<file path="config.mk">
export PLATFORM = sky130hd
export DESIGN_NAME = hcf_unit
export DESIGN_NICKNAME = d
export VERILOG_FILES = /design/src/rtl/hcf_unit.sv
export SDC_FILE = /design/constraint.sdc
export NUM_CORES = 1
export LEC_CHECK = 0
export CORE_ASPECT_RATIO = 1.1
export CORE_MARGIN = 4
export CORE_UTILIZATION = 50
export CTS_CLUSTER_DIAMETER = 120
export DETAILED_ROUTE_END_ITERATION = 8
export GPL_TIMING_DRIVEN = 0
export PLACE_DENSITY = 0.71
export SLEW_MARGIN = 20
export SYNTH_ARGS = -nofsm -noshare
export SYNTH_HDL_FRONTEND = slang
export SYNTH_SLANG_ARGS = --single-unit
</file>
<file path="constraint.sdc">
create_clock -name clk -period 3.8 [get_ports clk]
set_input_delay 0.76 -clock clk [delete_from_list [all_inputs] [get_ports clk]]
set_output_delay 0.76 -clock clk [all_outputs]
set_load 0.01 [all_outputs]
</file>
<file path="src/rtl/hcf_unit.sv">
// hcf_unit: iterative binary-GCD execution unit, one reduction step per clock.
module hcf_unit #(
  parameter int WIDTH = 32,
  parameter int TAGW  = 5
) (
  input  logic             clk,
  input  logic             reset,
  input  logic             start,
  input  logic             kill,
  input  logic [WIDTH-1:0] op_a,
  input  logic [WIDTH-1:0] op_b,
  input  logic [TAGW-1:0]  rd_in,
  output logic             ready,
  output logic             busy,
  output logic             done,
  output logic [WIDTH-1:0] result,
  output logic [TAGW-1:0]  rd_out
);
  localparam int KW = $clog2(WIDTH) + 1;
  typedef enum logic {IDLE, CALC} state_t;
  state_t           state;
  logic [WIDTH-1:0] a, b;
  logic [KW-1:0]    k;
  logic [TAGW-1:0]  tag;
  assign ready = state == IDLE;
  assign busy  = ~ready;
  always_ff @(posedge clk) begin
    if (reset) begin
      state  <= IDLE;
      a      <= '0;
      b      <= '0;
      k      <= '0;
      tag    <= '0;
      done   <= 1'b0;
      result <= '0;
      rd_out <= '0;
    end else begin
      done <= 1'b0;
      if (state == IDLE) begin
        if (start) begin
          a     <= op_a;
          b     <= op_b;
          k     <= '0;
          tag   <= rd_in;
          state <= CALC;
        end
      end else if (kill) begin
        state <= IDLE;
      end else if (a == '0 || b == '0) begin
        result <= (a | b) << k;
        done   <= 1'b1;
        rd_out <= tag;
        state  <= IDLE;
      end else if (a == b) begin
        result <= a << k;
        done   <= 1'b1;
        rd_out <= tag;
        state  <= IDLE;
      end else if (!a[0] && !b[0]) begin
        a <= a >> 1;
        b <= b >> 1;
        k <= k + KW'(1);
      end else if (!a[0]) begin
        a <= a >> 1;
      end else if (!b[0]) begin
        b <= b >> 1;
      end else if (a > b) begin
        a <= (a - b) >> 1;
      end else begin
        b <= (b - a) >> 1;
      end
    end
  end
endmodule

</file>
After elaboration in Yosys (flattened, before gate mapping):

Index checks and enable logic that the tools add are counted.

* add/sub/neg operators: 3
* reduce and logical (&&, ||, !) cells: 16
* magnitude comparators: 1
* shift-type cells: 2
* equality and inequality tests: 9
* bitwise operators: 3
* mux-type cells: 35

Operator list (count)
* 32-bit 2-to-1 mux: 20
* 32-bit logical NOT: 2
* 32-bit by 6-bit left shift with 32-bit output: 2
* 32-bit subtractor: 2
* 6-bit 2-to-1 mux: 6
* 32-bit == test: 1
* 32-bit > comparator: 1
* 32-bit bitwise OR: 1
* 6-bit AND reduction: 2
* 5-bit 2-to-1 mux: 2
* 5-bit AND reduction: 2
* 1-bit 2-to-1 mux: 7
* 6-bit by 1-bit adder with 6-bit output, second input constant: 1
* 2-bit inequality test, second input constant: 3
* 4-bit by 2-bit inequality test with 1-bit output, second input constant: 1
* 4-bit by 3-bit inequality test with 1-bit output, second input constant: 1
* 4-bit inequality test, second input constant: 1
* 4-bit AND reduction: 1
* 2-bit nonzero test: 2
* 3-bit by 2-bit inequality test with 1-bit output, second input constant: 1
* 3-bit AND reduction: 1
* 3-bit OR reduction: 1
* 1-bit logical NOT: 2
* 2-bit by 1-bit inequality test with 1-bit output, second input constant: 1
* 4 further kinds: 5

* output and inout bits: 40
* bits of input ports: 73
* logic and storage cells: 79
* register bits: 114

Depth between registers and ports, before layout:

* depth after elaboration: 9
* depth in mapped cells: 15
* depth with buffers taken out: 13

Worst setup path before layout:

Ideal clock, no wire load.

* path type: register to register
* start: reg a[27]
* end: reg a[18]
* buffers on the path: 3
* arrival: 3246 ps
* clock period less this slack: 3384 ps
* setup slack: 416 ps
* setup time: 137 ps
* cell stages (with the launch flop): 14
* required time: 3663 ps
* cells stage by stage: dfxtp_1 -> inv_1 -> ha_1 -> buf_6 -> or4_4 -> or4b_4 -> nor4_4 -> o21bai_4 -> a21oi_2 -> and2_1 -> buf_2 -> buf_4 -> a221oi_1 -> a211oi_1

* cells in the longest elaborated chain, start to end: 4
* elaborated cells on any way between the ends: 8
* those cells by class: order compare: 1; eq/ne: 4; reduce/logical: 3

RTL lines
* start: declaration: line 22 `logic [WIDTH-1:0] a, b;`
* start signal: assignment: line 41 `a <= op_a;`
* start signal: assignment: line 60 `a <= a >> 1;`
* start signal: assignment: line 64 `a <= a >> 1;`
* parallel branches: the longest is 3 deep, another holds 32-bit > comparator
* 6-bit AND reduction (no line) (*)

Mark *: on every way between the ends.
A chain may end at the register's enable or synchronous reset.

Worst setup path in the final report:

* start: reg a[24]
* end: reg b[29]

* cells in the longest elaborated chain, start to end: 9
* elaborated cells on any way between the ends: 17
* those cells by class: add/sub: 1; order compare: 1; eq/ne: 4; mux: 8; reduce/logical: 3

RTL lines
* 32-bit subtractor: line 70 `b <= (b - a) >> 1;`
* 32-bit 2-to-1 mux: line 67 `end else if (a > b) begin`
* 32-bit 2-to-1 mux: line 65 `end else if (!b[0]) begin`
* 32-bit 2-to-1 mux: line 63 `end else if (!a[0]) begin`
* 32-bit 2-to-1 mux: line 59 `end else if (!a[0] && !b[0]) begin`
* 32-bit 2-to-1 mux: line 54 `end else if (a == b) begin`
* 32-bit 2-to-1 mux: line 49 `end else if (a == '0 || b == '0) begin`
* 32-bit 2-to-1 mux: line 47 `end else if (kill) begin`
* 32-bit 2-to-1 mux: line 39 `if (state == IDLE) begin`
* end signal: assignment: line 42 `b <= op_b;`
* end signal: assignment: line 61 `b <= b >> 1;`
* end signal: assignment: line 66 `b <= b >> 1;`
* end: declaration: line 22

Parallel ways exist; a longest one is shown, timed or not. The select of a mux whose other input is x is not followed.

==> results.toml <==
[status]
outcome = "finished with violations"
violations = "design-rule violations"

[layout]
mostFrequentLayoutCell = "nor2_1"
multi_input_area_um2 = 8840
area_growth_pct = 27.4
antennaDiodeCount = 0
seq_area_um2 = 2310
final_cell_mix = "nor2_1 (131), a21oi_1 (130), inv_1 (121), nand2_1 (121), clkdlybuf4s50_1 (111)"
utilization_pct = 65.3
nNetsFinal = 1842
fillers = 1958
drive_above_1_share_pct = 14.7

[cts]
cts_tree = "yes"
cts_buffer_depth = 2
clk_pin_slew_worst_paths_ns = 0.07
numCtsBuffers = 17
cts_sinks = 114
clock_tree.root_cell = "clkbuf_16"
worstSkewPairLatency_ns = 0.44
h-tree-depth = 4

[synthesis]
syn-cell-area_um2 = 11400
synth_top_flop_cell = "dfxtp_1"
synth_edf_count = 0
synth_async_sr_flop_share_pct = 0
syn_area_per_cell_um2 = 7.57
synthAdderAreaFrac_pct = 11.0
synth_nets = 1678
ys_warn_count = 0
synthSimpleGateAreaFrac_pct = 19.5
muxShareOfSynthArea_pct = 10.0
synth.distinct_cells = 79
netlist_instances = 1506
synth_xor_area_share_pct = 4.15
synth_compound_area_share_pct = 27.6
seq_area_frac_synth_pct = 20.0
ys_seq_elements = 114
synth_top_family_by_area = "compound AO/OA/AOI/OAI gates"

[place]
io_buffers = 111
dp.final_hpwl_um = 41200
place.gp.congestion = 1.04

[worst_setup_path]
path_max_fanout = 6
arrival_ns = 4.11
critPathLaunchType = "flop"
critPathKind = "flop to flop"
worstPathRequired_ns = 4.11
end_kind = "flop"

[grt]
grtUsageTotal_pct = 39.9
grt_overflow_total = 0
grt_max_degree = 17
antenna_found_initial = 0
grt_pass1_vias = 12800
grt_pass1_wl_um = 78300

[timing]
finalSetupTns_ns = 0
final-setup-viol-count = 0
finalClockSkew_ns = 0.0190
hold_ws_ns = 0.440
hold_viol = 0
drv_slew = 0
fmax_ghz = 0.263
period_minus_slack_ns = 3.80
tightest_slew_ns = 0.990
rsz0062_at_grt = "true"
slew_headroom_pct = 34.0
fin_crit_sh_pct = 100

[floorplanning]
rows = 57
fp.dieW_um = 152
dieArea_um2 = 25300
die_y_um = 166
io_pins = 113
initial_core_util_pct = 51.2
coreArea_um2 = 22300

[routing]
vias = 13800
ant_nets = 0
drt_first_pass_iters = 9
first_iter_violations = 2186
drt-total-wl_um = 54500
viasPerCell = 6.96
wl_per_cell_um = 27.6
drc = 5

[pwr]
p_per_area_nw_per_um2 = 440
p_leak_nw = 5.34
ir_drop_mv = 0.347

[hold_path]
hold_class = "flop to flop"

[job]
maxCapViolations = 0
-- metal layers --
metal	part of all wire, %	GRT usage [%]	up-vias
met5	0	0	-
met4	8.8	24.7	0
met3	13	10.2	363
met2	43	61.8	1223
met1	35	49.5	6324
li1	-	-	5864
-- flip-flops by register name (all words and copies together), names as in the netlist --
| register | count |
|---|---|
| a | 32 |
| result | 32 |
| k | 6 |
| busy | 1 |
| done | 1 |
| b | 32 |
| tag | 5 |
| rd_out | 5 |
-- cell usage after synthesis, types with 4 or more instances --
| cell type | n | area share [%] |
|---|---|---|
| nand4_1 | 12 | 0.66 |
| or3_1 | 11 | 0.60 |
| nand2_1 | 125 | 4.1 |
| nor3_1 | 41 | 1.8 |
| nor2b_1 | 24 | 1.3 |
| o221ai_1 | 19 | 1.5 |
| and2_1 | 4 | 0.22 |
| mux2i_1 | 31 | 2.7 |
| o22ai_1 | 11 | 0.60 |
| a211oi_1 | 24 | 1.6 |
| o211ai_1 | 38 | 2.5 |
| buf_2 | 12 | 0.53 |
| or2_2 | 8 | 0.44 |
| a31oi_1 | 18 | 0.99 |
| o31ai_1 | 18 | 1.2 |
| xor2_1 | 4 | 0.31 |
| a21o_1 | 7 | 0.46 |
| nor4_1 | 34 | 1.9 |
| xnor2_1 | 50 | 3.8 |
| buf_4 | 4 | 0.26 |
| mux4_2 | 32 | 6.3 |
| a221oi_1 | 28 | 2.2 |
| dfxtp_1 | 114 | 20 |
| nand3_1 | 38 | 1.7 |
| clkbuf_1 | 75 | 2.5 |
| a2111oi_0 | 8 | 0.61 |
| a22oi_1 | 14 | 0.92 |
| o2111ai_1 | 4 | 0.31 |
| o21bai_1 | 16 | 1.1 |
| inv_1 | 125 | 4.1 |
| a21oi_1 | 133 | 5.8 |
| mux2_2 | 10 | 0.99 |
| o41ai_1 | 9 | 0.69 |
| a311oi_1 | 5 | 0.38 |
| ha_1 | 97 | 11 |
| nand2b_1 | 11 | 0.60 |
| nor3b_1 | 4 | 0.26 |
| o21ai_0 | 83 | 3.6 |
| nor2_1 | 137 | 4.5 |
-- per-stage QoR --
step           cells  setup slack, ns  cell area (µm²)  total power [mW]
2_1_floorplan   1506            0.416            11400              3.23
3_3_place_gp    1912            -1.17            12900              4.18
3_5_place_dp    1912            -1.07            12900              4.18
4_1_cts         1953         -0.00402            13800              5.89
5_1_grt         1978          -0.0665            14500              6.56
6_report        1978          0.00126            14500              6.39
-- cells by family after synthesis --
family / after synthesis
xor gates and xnor gates: 54
AOI/OAI and AO/OA: 475
DFF: 114
adders and majority gates: 99
buffers and inverters: 224
and+or+nand+nor: 467
muxes: 73
-- final cells by class --
type / count / area share, %
plain buffers: 91 / 3.42
clock buffers: 18 / 3.02
clock inverters: 14 / 0.896
inverters: 129 / 3.33
multi-input cells: 1168 / 60.8
flip-flops and latches: 114 / 15.9
well taps: 295 / 2.54
repair buffers: 149 / 10.1
-- timing repair --
item / CTS / global route
setup endpoints to repair: 99 / 85
gates cloned: 0 / 4
hold buffers: 0 / 0
pin swaps: 10 / 31
setup buffers: 9 / 25
resized for setup: 64 / 122
-- report_power, final --
| group | switching (mW) | internal, mW |
|---|---|---|
| Combinational | 2.11 | 1.25 |
| Sequential | 0.121 | 1.27 |
| Clock | 0.708 | 0.923 |
-- final timing paths --
path | startpoint | end | slack, ns | depth (start not counted)
worst min register to register | tag[4]$_SDFFE_PP0P_ | rd_out[4]$_SDFFE_PP0P_ | 0.44 | 2
worst min-delay path | tag[4]$_SDFFE_PP0P_ | rd_out[4]$_SDFFE_PP0P_ | 0.44 | 2
worst max-delay path | a[24]$_SDFFE_PP0P_ | b[29]$_SDFFE_PP0P_ | 0.001 | 11
worst max register to register | a[24]$_SDFFE_PP0P_ | b[29]$_SDFFE_PP0P_ | 0.001 | 11
-- worst max-delay path, cell delays in order, from the launching register on --
cell	delay, ns
dfxtp_2	0.41
inv_1	0.14
ha_2	0.38
or4_4	0.46
or4b_4	0.57
nor4_4	0.32
buf_4	0.17
o21bai_4	0.18
a21oi_2	0.13
or2_1	0.33
buf_6	0.19
o41ai_1	0.39
Power figures use the tool's default switching activity.
